$ cat config.mk
export PLATFORM = sky130hd
export DESIGN_NAME = dynamic_add_ctrl
export DESIGN_NICKNAME = d
export VERILOG_FILES = /design/src/rtl/dynamic_add_ctrl.sv
export SDC_FILE = /design/constraint.sdc
export NUM_CORES = 1
export LEC_CHECK = 0
export CAP_MARGIN = 20
export CORE_ASPECT_RATIO = 2
export CORE_MARGIN = 5
export CORE_UTILIZATION = 35
export DETAILED_ROUTE_END_ITERATION = 8
export GPL_ROUTABILITY_DRIVEN = 1
export SYNTH_ARGS = -nofsm -noshare
export SYNTH_HDL_FRONTEND = slang
export SYNTH_SLANG_ARGS = --single-unit
$ cat constraint.sdc
create_clock -name clk -period 19.87 [get_ports clk]
set_input_delay 2.9805 -clock clk [delete_from_list [all_inputs] [get_ports clk]]
set_output_delay 2.9805 -clock clk [all_outputs]
set_load 0.01 [all_outputs]
$ cat src/rtl/dynamic_add_ctrl.sv
`default_nettype none
// ============================================================================
// Module   : dynamic_add_ctrl
// Purpose  : Handshaked sequencer for a combinational ripple-carry adder that
//            waits only as many cycles as the operands' carry chain needs.
//            Optional statistics outputs enabled by DYNAMIC_ADD_STATS_EN.
// Revision : 1.0 - initial release
// ============================================================================
module dynamic_add_ctrl #(
    parameter int  N    = 16,
    parameter int  BPC  = 4,
    localparam int WMAX = (N + BPC) / BPC,
    localparam int CW   = $clog2(WMAX + 1)
) (
    input  logic          clk,
    input  logic          rst,
    input  logic          in_valid,
    output logic          in_ready,
    input  logic [N-1:0]  in_a,
    input  logic [N-1:0]  in_b,
    input  logic          in_cin,
    output logic [N-1:0]  rca_a,
    output logic [N-1:0]  rca_b,
    output logic          rca_cin,
    input  logic [N-1:0]  rca_s,
    input  logic          rca_cout,
    output logic          out_valid,
    input  logic          out_ready,
    output logic [N:0]    out_sum,
    output logic [CW-1:0] out_cycles
`ifdef DYNAMIC_ADD_STATS_EN
    ,
    output logic [31:0]   stat_ops,
    output logic [31:0]   stat_wait
`endif
);

    localparam int LW = $clog2(N + 1);

    typedef enum logic [1:0] {
        S_IDLE = 2'd0,
        S_LOAD = 2'd1,
        S_WAIT = 2'd2,
        S_DONE = 2'd3
    } state_t;

    state_t        r_state;
    logic [CW-1:0] r_cnt;

    logic [N-1:0]  w_diff;
    logic [LW-1:0] w_run;
    logic [LW-1:0] w_best;
    logic [CW-1:0] w_wait;
    logic          w_out_fire;

    // Longest run of propagate bits bounds how far a carry must ripple.
    always_comb begin
        w_diff = rca_a ^ rca_b;
        w_run  = '0;
        w_best = '0;
        for (int i = 0; i < N; i++) begin
            if (w_diff[i]) begin
                w_run = w_run + LW'(1);
            end else begin
                w_run = '0;
            end
            if (w_run > w_best) begin
                w_best = w_run;
            end
        end
        w_wait = CW'((32'(w_best) + BPC) / BPC);
    end

    assign w_out_fire = (r_state == S_DONE) && out_ready;

    always_ff @(posedge clk) begin
        if (rst) begin
            r_state    <= S_IDLE;
            r_cnt      <= '0;
            rca_a      <= '0;
            rca_b      <= '0;
            rca_cin    <= 1'b0;
            in_ready   <= 1'b1;
            out_valid  <= 1'b0;
            out_sum    <= '0;
            out_cycles <= '0;
        end else begin
            case (r_state)
                S_IDLE: begin
                    if (in_valid) begin
                        rca_a    <= in_a;
                        rca_b    <= in_b;
                        rca_cin  <= in_cin;
                        in_ready <= 1'b0;
                        r_state  <= S_LOAD;
                    end
                end
                S_LOAD: begin
                    r_cnt   <= w_wait;
                    r_state <= S_WAIT;
                end
                S_WAIT: begin
                    r_cnt <= r_cnt - CW'(1);
                    // Operands are unchanged since LOAD, so w_wait is still W.
                    if (r_cnt == CW'(1)) begin
                        out_sum    <= {rca_cout, rca_s};
                        out_cycles <= w_wait;
                        out_valid  <= 1'b1;
                        r_state    <= S_DONE;
                    end
                end
                S_DONE: begin
                    if (w_out_fire) begin
                        out_valid <= 1'b0;
                        in_ready  <= 1'b1;
                        r_state   <= S_IDLE;
                    end
                end
                default: begin
                    r_state <= S_IDLE;
                end
            endcase
        end
    end

`ifdef DYNAMIC_ADD_STATS_EN
    always_ff @(posedge clk) begin
        if (rst) begin
            stat_ops  <= '0;
            stat_wait <= '0;
        end else if (w_out_fire) begin
            stat_ops  <= stat_ops + 32'd1;
            stat_wait <= stat_wait + 32'(out_cycles);
        end
    end
`endif

endmodule
`default_nettype wire

== After elaboration in Yosys (flattened, before gate mapping) ==
Index checks and enable logic that the tools add are counted.
Word-level totals
  bits in registers: 60
  input port bits: 54
Cells by class
  bitwise operators: 1
  reductions and logical operators: 10
  magnitude comparators: 16
  multiplexer cells: 43
  equal/unequal tests: 7
  $add $sub $neg: 17
Operators with widths (number)
  5-bit two-way mux: 31
  5-bit by 1-bit adder with 5-bit output (second input constant): 15
  5-bit > comparator: 15
  16-bit XOR: 1
  3-bit AND reduction: 3
  2-bit case mux with 4 select lines: 1
  2-bit two-way mux: 3
  2-bit != test (second input constant): 3
  3-bit case mux with 2 select lines: 1
  2-bit nonzero test: 3
  5-bit by 3-bit adder with 5-bit output (second input constant): 1
  5-bit by 1-bit > comparator with 1-bit output (second input constant): 1
  1-bit two-way mux: 5
  2-bit == test (second input constant): 2
  1-bit case mux with 2 select lines: 2
  2-bit AND reduction: 2
  3-bit by 1-bit == test with 1-bit output (second input constant): 1
  3-bit by 1-bit subtractor with 3-bit output (second input constant): 1
  2-bit by 1-bit == test with 1-bit output (second input constant): 1
  2-bit zero test: 1
  1-bit logical AND: 1

== Logic depth before layout (Yosys ltp) ==
Gate-level depths: netlist (run 1).
  depth after elaboration: 36
  gate-level depth with buffers: 125
  depth with buffers taken out: 125

== Least setup slack after synthesis (run 1) ==
Ideal clock, no wire load.
  path kind: reg2reg
  start point: register rca_b[1]
  end point: register r_cnt[2]
  path slack: -0.373 ns
  cell stages (with the launch flop): 117
  library setup time: 0.059 ns
  arrival: 20.184 ns
  cells stage by stage: dfxtp_1 > xnor2_1 > inv_1 > ha_1 > nor2_1 > ha_1 > nor2b_1 > nand4_2 > a21o_4 > inv_4 > ha_1 > o21ai_0 > a32oi_1 > mux2_2 > ha_1 > nor2b_1 > o21ai_0 > nand2b_1 > [81 not listed] > nor2b_1 > a31oi_1 > mux2_2 > ha_1 > nor2b_1 > o21a_1 > o21ai_0 > nand2b_1 > a21oi_1 > a31oi_1 > or3b_2 > o21a_1 > inv_1 > ha_1 > inv_1 > and4_1 > a311oi_2 > a41o_1
On the way
  longest elaborated chain between the ends: 34
  elaborated cells between the ends (all ways): 62
  those cells by class: add/sub: 15; order compare: 15; mux: 31; bitwise: 1
Ends and longest elaborated chain
  start: declaration: RTL line 23  | output logic [N-1:0] rca_b,
  start signal: assignment: RTL line 92  | rca_b <= in_b;
  16-bit XOR (*): RTL line 58  | w_diff = rca_a ^ rca_b;
  5-bit two-way mux (*): RTL line 62  | if (w_diff[i]) begin
  5-bit by 1-bit adder with 5-bit output / 5-bit > comparator (equally long branches): RTL line 63, 67
  5-bit two-way mux, on equally long branches: RTL line 62, 67
  5-bit by 1-bit adder with 5-bit output / 5-bit > comparator (equally long branches): RTL line 63, 67
  5-bit two-way mux, on equally long branches: RTL line 62, 67
  5-bit by 1-bit adder with 5-bit output / 5-bit > comparator (equally long branches): RTL line 63, 67
  5-bit two-way mux, on equally long branches: RTL line 62, 67
  [18 not listed]
  5-bit by 1-bit adder with 5-bit output / 5-bit > comparator (equally long branches): RTL line 63, 67
  5-bit two-way mux, on equally long branches: RTL line 62, 67
  5-bit by 1-bit adder with 5-bit output / 5-bit > comparator (equally long branches): RTL line 63, 67
  5-bit two-way mux, on equally long branches: RTL line 62, 67
  5-bit > comparator: RTL line 67  | if (w_run > w_best) begin
  5-bit two-way mux (*): RTL line 67
  5-bit by 3-bit adder with 5-bit output (*): RTL line 71  | w_wait = CW'((32'(w_best) + BPC) / BPC);
  3-bit case mux with 2 select lines (*): RTL line 88  | case (r_state)
  end signal: assignment: RTL line 99  | r_cnt <= w_wait;
  end signal: assignment: RTL line 103  | r_cnt <= r_cnt - CW'(1);
  end: declaration: RTL line 48  | logic [CW-1:0] r_cnt;
Mark *: on every way between the ends. The rest lies on a longest branch, timed or not.
A chain may end at the register's enable or synchronous reset.

== Worst setup path in the final report (run 1) ==
  start point: register rca_a[0]
  end point: register r_cnt[2]
On the way
  longest elaborated chain between the ends: 36
  elaborated cells between the ends (all ways): 66
  those cells by class: add/sub: 16; order compare: 16; mux: 33; bitwise: 1
Ends and longest elaborated chain
  start: declaration: RTL line 22  | output logic [N-1:0] rca_a,
  start signal: assignment: RTL line 91  | rca_a <= in_a;
  16-bit XOR (*): RTL line 58
  1-bit two-way mux (*): RTL line 62
  5-bit by 1-bit adder with 5-bit output / 5-bit by 1-bit > comparator with 1-bit output (equally long branches): RTL line 63, 67
  5-bit two-way mux, on equally long branches: RTL line 62, 67
  5-bit by 1-bit adder with 5-bit output / 5-bit > comparator (equally long branches): RTL line 63, 67
  5-bit two-way mux, on equally long branches: RTL line 62, 67
  5-bit by 1-bit adder with 5-bit output / 5-bit > comparator (equally long branches): RTL line 63, 67
  5-bit two-way mux, on equally long branches: RTL line 62, 67
  [20 not listed]
  5-bit by 1-bit adder with 5-bit output / 5-bit > comparator (equally long branches): RTL line 63, 67
  5-bit two-way mux, on equally long branches: RTL line 62, 67
  5-bit by 1-bit adder with 5-bit output / 5-bit > comparator (equally long branches): RTL line 63, 67
  5-bit two-way mux, on equally long branches: RTL line 62, 67
  5-bit > comparator: RTL line 67
  5-bit two-way mux (*): RTL line 67
  5-bit by 3-bit adder with 5-bit output (*): RTL line 71
  3-bit case mux with 2 select lines (*): RTL line 88
Marks and branches as above.

==> results.sh, run 1 <==
export IMPL_worst_pin_slew_ps=1011
export IMPL_final_nets=1224
export IMPL_holdCritPathClass="flip-flop to flip-flop"
export IMPL_vias_per_cell=5.307
export IMPL_rsz0062_at_grt="true"
export IMPL_reg2reg_slack_ps=540
export IMPL_hpwl_um=17440
export IMPL_vias=7164
export IMPL_clockBufferDepth=2
export IMPL_routedWlPerCell_um=16.53
export IMPL_hold_path_depth=2
export IMPL_ys_ff_latch=60
export IMPL_drive_above_1_share_pct=24.38
export IMPL_slew_limit_headroom_pct=32.40
export IMPL_status="finished clean"
export IMPL_numCtsBuffers=9
export IMPL_hold_violations=0
export IMPL_synthCells=895
export IMPL_gr_total_overflow=0
export IMPL_fp_dieH_um=207.4
export IMPL_globalplace_congestion=0.9362
export IMPL_cap_violations=0
export IMPL_post_route_min_period_ps=19330
export IMPL_n_fill_cell=1896
export IMPL_grt_max_degree=63
export IMPL_clk_pin_slew_ps=60
export IMPL_dieArea_mm2=0.02254
export IMPL_yosysSeqAreaShare_pct=17.61
export IMPL_yosys_top_cells_count="162 x nand2_1, 84 x ha_1, 83 x a21oi_1, 60 x dfxtp_1, 60 x inv_1"
export IMPL_yosys_area_top_type="dfxtp_1"
export IMPL_syn_area_per_cell_um2=7.619
export IMPL_crit_required_ps=20150
export IMPL_netlist_area_mm2=0.006819
export IMPL_r2r_start="rca_a[0]"
export IMPL_crit_path_frequent_cell="o21a_1"
export IMPL_setup_viol=0
export IMPL_slew_viol_final=0
export IMPL_r2r_end="r_cnt[2]"
export IMPL_timing_fmax_mhz=51.74
export IMPL_wirelength_um=22320
export IMPL_clkLatencyLatePin_ps=330
export IMPL_yosys_warnings=0
export IMPL_diodes=0
export IMPL_grt_pass1_vias=7355
export IMPL_synth_area_leaders="dfxtp_1 18%, ha_1 15%, nand2_1 8.9%"
export IMPL_root_buffer="clkbuf_16"
export IMPL_antenna_found_initial=0
export IMPL_setup_ws_ps=543.7
export IMPL_rows=72
export IMPL_min_delay_start="out_sum[11]"
export IMPL_io_pins=109
export IMPL_crit_path_end_kind="flip-flop"
export IMPL_yosys_cell_types_count=84
export IMPL_r2r_cells=116
export IMPL_min_to="out_sum[11]"
export IMPL_dieWidth_um=108.7
export IMPL_clock_sinks=60
export IMPL_worstSetupPathType="flip-flop to flip-flop"
export IMPL_antenna_left=0
export IMPL_first_pass_iters=4
export IMPL_min_period_over_period_pct=97.26
export IMPL_fin_skew_ps=4.400
export IMPL_cp_arrival_ps=19600
export IMPL_syn2layout_area_growth_pct=45.27
export IMPL_grt_use_total_pct=19.08
export IMPL_synth_edf_count=0
export IMPL_io_buffers=108
export IMPL_crit_path_max_incr_delay_ps=390
export IMPL_synthArstFlopShare_pct=0
export IMPL_drt_iter0_drc=215
export IMPL_htree_levels=3
export IMPL_synth_most_common_cell="nand2_1"
export IMPL_crit_slowest_cell="or3b_4"
export IMPL_cts_tree="built"
export IMPL_yosys_area_top_type_share_pct=17.61
export IMPL_startpoint_type="flip-flop"
export IMPL_start_util_pct=35.37
export IMPL_synth_main_ff_cell="dfxtp_1"
export IMPL_grt_pass1_wl_um=34640
export IMPL_cp_max_fo=7
export IMPL_drc=0
export IMPL_core_area_mm2=0.01928
export IMPL_setup_tns_ps=0
export IMPL_hold_buffers=0
export IMPL_pre_cts_ws_ps=-753.2
worst max-delay path by stage:
stage	from	endpoint	slack (ps)
after floorplan	rca_b[1]	r_cnt[2]	70
after global placement	rca_b[1]	r_cnt[2]	-250
after detailed placement	rca_b[1]	r_cnt[2]	-750
after CTS	rca_b[0]	r_cnt[2]	2
after global routing	rca_a[0]	r_cnt[2]	-620
final	rca_a[0]	r_cnt[2]	540
cell families (layout without fill, tap and decap cells):
| family | after synthesis | in the layout | synth area share, % |
|---|---|---|---|
| mux | 40 | 40 | 6.899 |
| buf+inv | 88 | 283 | 4.899 |
| other cells | 1 | 2 | 0.05499 |
| simple gates | 350 | 350 | 25.23 |
| fa+ha+maj | 84 | 84 | 15.41 |
| xor+xnor | 49 | 49 | 7.468 |
| compound gates | 223 | 223 | 22.42 |
| flops | 60 | 60 | 17.61 |
what timing repair did:
item	in CTS	in global routing
endpoints found under the setup margin	6	6
buffers inserted	15	27
pin swaps	16	58
cloned	0	0
resized for setup	29	123
cells in the final DEF, fill, tap and decap left out, types with 21 or more instances in the layout:
cell,n
a21oi_1,71
nand2_1,160
ha_1,60
inv_1,53
buf_4,87
dfxtp_1,56
clkdlybuf4s50_1,107
xnor2_1,22
o21a_1,27
ha_4,21
nor2_1,39
metal layers:
metal / vias up / wire length, µm / track usage (%)
met3: 74 / 757 / 3.143
met2: 166 / 12670 / 38.05
li1: 3584 / - / -
met4: 0 / 1198 / 10.29
met5: - / 0 / 0
met1: 3340 / 7692 / 17.34
state kept, by name, indices dropped and copies added, names as in the netlist:
signal      count
out_sum        17
rca_a          16
rca_b          16
out_cycles      3
r_cnt           3
r_state         2
in_ready        1
out_valid       1
rca_cin         1
per-stage QoR:
step           utilization [%]  hold slack (ps)  cell area, µm²  std cells
4_1_cts                  47.32            456.0            9123       1323
6_report                 51.38            450.3            9906       1350
2_1_floorplan                -            460.4            6877        896
3_5_place_dp             44.53            447.0            8584       1292
5_1_grt                  51.38            477.6            9906       1350
3_3_place_gp             44.53            442.5            8584       1292
worst max-delay path, delay by kind of cell (launching register included):
family	cells	cell delay, ps
xor+xnor	1	220
mux	7	2150
fa+ha+maj	16	3720
buf+inv	9	890
simple gates	29	3790
compound gates	54	8100
flops	1	360
layout make-up:
type                    count  area, µm²  area share [%]
clock buffers               9      225.2           2.274
clock inverters             7      105.1           1.061
inverters                  65      246.5           2.488
multi-input cells         748       5986           60.43
flip-flops and latches     60       1211           12.23
well taps                 259      324.1           3.271
repair buffers            202       1808           18.25
Power of run 1 is left out: the tool's default activity adds up to more than one toggle a clock period on the data nets, which glitch-free logic cannot reach.
==> run 2, diff against run 1 <==
- CELL_PAD_IN_SITES_DETAIL_PLACEMENT: unset -> 0
- CELL_PAD_IN_SITES_GLOBAL_PLACEMENT: unset -> 1
- PLACE_DENSITY_LB_ADDON: unset -> 0.1
==> results.sh, run 2 (synthesis results as in run 1) <==
export IMPL_io_pins=109
export IMPL_worstSetupPathType="flip-flop to flip-flop"
export IMPL_start_util_pct=35.37
export IMPL_placed_cell_area_mm2=0.008787
export IMPL_htree_levels=3
export IMPL_drt_iter0_drc=157
export IMPL_routed_top_layer="met4"
export IMPL_min_period_over_period_pct=98.56
export IMPL_pre_cts_ws_ps=-1089
export IMPL_drive_above_1_share_pct=26.74
export IMPL_clock_sinks=60
export IMPL_dieWidth_um=108.7
export IMPL_cap_violations=0
export IMPL_globalplace_congestion=0.8985
export IMPL_setup_ws_ps=285.6
export IMPL_fin_area_mm2=0.01013
export IMPL_drc=0
export IMPL_dieArea_mm2=0.02254
export IMPL_fp_dieH_um=207.4
export IMPL_cp_max_fo=5
export IMPL_grt_max_degree=63
export IMPL_clockBufferDepth=2
export IMPL_wirelength_um=22770
export IMPL_worst_pin_slew_ps=932.2
export IMPL_crit_required_ps=20140
export IMPL_dp_cells=1319
export IMPL_hpwl_um=18160
export IMPL_root_buffer="clkbuf_16"
export IMPL_timing_fmax_mhz=51.06
export IMPL_holdCritPathClass="flip-flop to flip-flop"
export IMPL_first_pass_iters=4
export IMPL_startpoint_type="flip-flop"
export IMPL_slew_viol_final=0
export IMPL_vias_per_cell=5.174
export IMPL_io_buffers=108
export IMPL_clkLatencyLatePin_ps=330
export IMPL_hold_buffers=0
export IMPL_mostFrequentLayoutCells="159 x nand2_1, 113 x buf_4, 107 x clkdlybuf4s50_1"
export IMPL_cp_arrival_ps=19850
export IMPL_fin_hold_ws_ps=453.5
export IMPL_vias=7124
export IMPL_crit_slowest_cell="or4b_1"
export IMPL_regMostFlops="out_sum"
export IMPL_antenna_found_initial=0
export IMPL_fin_skew_ps=11.14
export IMPL_status="finished clean"
export IMPL_fin_cells=1377
export IMPL_clk_pin_slew_ps=60
export IMPL_syn2layout_area_growth_pct=48.61
export IMPL_post_route_min_period_ps=19580
export IMPL_crit_path_frequent_cell="o21a_1"
export IMPL_rows=72
export IMPL_cts_tree="built"
export IMPL_antenna_left=0
export IMPL_wl_met3_um=811
export IMPL_final_nets=1251
export IMPL_routedWlPerCell_um=16.53
export IMPL_grt_pass1_wl_um=35160
export IMPL_crit_path_end_kind="flip-flop"
export IMPL_gr_total_overflow=0
export IMPL_grt_use_total_pct=19.45
export IMPL_grt_pass1_vias=7223
export IMPL_largest_reg_flops=17
export IMPL_final_common_cell="nand2_1"
export IMPL_diodes=0
export IMPL_core_area_mm2=0.01928
export IMPL_reg_top3="out_sum: 17 flops, rca_a: 16 flops, rca_b: 16 flops"
export IMPL_hold_violations=0
export IMPL_numCtsBuffers=9
export IMPL_met1Wirelength_um=7968
export IMPL_wl_met2_um=13450
export IMPL_slew_limit_headroom_pct=37.65
export IMPL_setup_viol=0
export IMPL_rsz0062_at_grt="true"
export IMPL_crit_path_max_incr_delay_ps=420
[run 2: through the flow]
stage	util, %	TNS, ps
floorplan	-	0
global placement	45.58	-2151
detailed placement	45.58	-4925
CTS	48.55	0
global route	52.56	-2028
finish	52.56	0
[run 2: area by class of cell]
type	instances	area, µm²
fillers	1966	9145
multi-input cells	748	6058
repair buffers	229	2014
flip-flops and latches	60	1210
well taps	259	324.1
inverters	65	246.5
clock buffers	10	229.0
clock inverters	6	51.30
[run 2: worst paths after layout]
| kind | start | endpoint | slack, ps | depth (start not counted) |
|---|---|---|---|---|
| setup / recovery | rca_a[0] | r_cnt[2] | 290 | 118 |
| hold / removal | out_sum[3] | out_sum[3] | 450 | 2 |
| setup reg to reg | rca_a[0] | r_cnt[2] | 290 | 118 |
| hold reg to reg | out_sum[3] | out_sum[3] | 450 | 2 |
[run 2: per-layer routing]
metal / vias to the layer above / GRT usage (%)
met5: - / 0
met4: 0 / 5.057
met2: 129 / 40.87
met3: 36 / 3.455
met1: 3344 / 18.03
li1: 3615 / -
[run 2: critical path, delay by kind of cell (launching register included)]
kind            cells  cell delay [ps]
simple gates       28             3510
compound gates     57             8130
mux                 9             2690
flops               1              360
xor+xnor            1              250
fa+ha+maj          15             3670
buf+inv             8              880
[run 2: what timing repair did]
action | CTS | global route
setup endpoints to repair | 6 | 6
buffers inserted | 17 | 25
gates resized for setup | 50 | 113
pin swaps | 21 | 68
Power of run 2 is left out for the same reason.
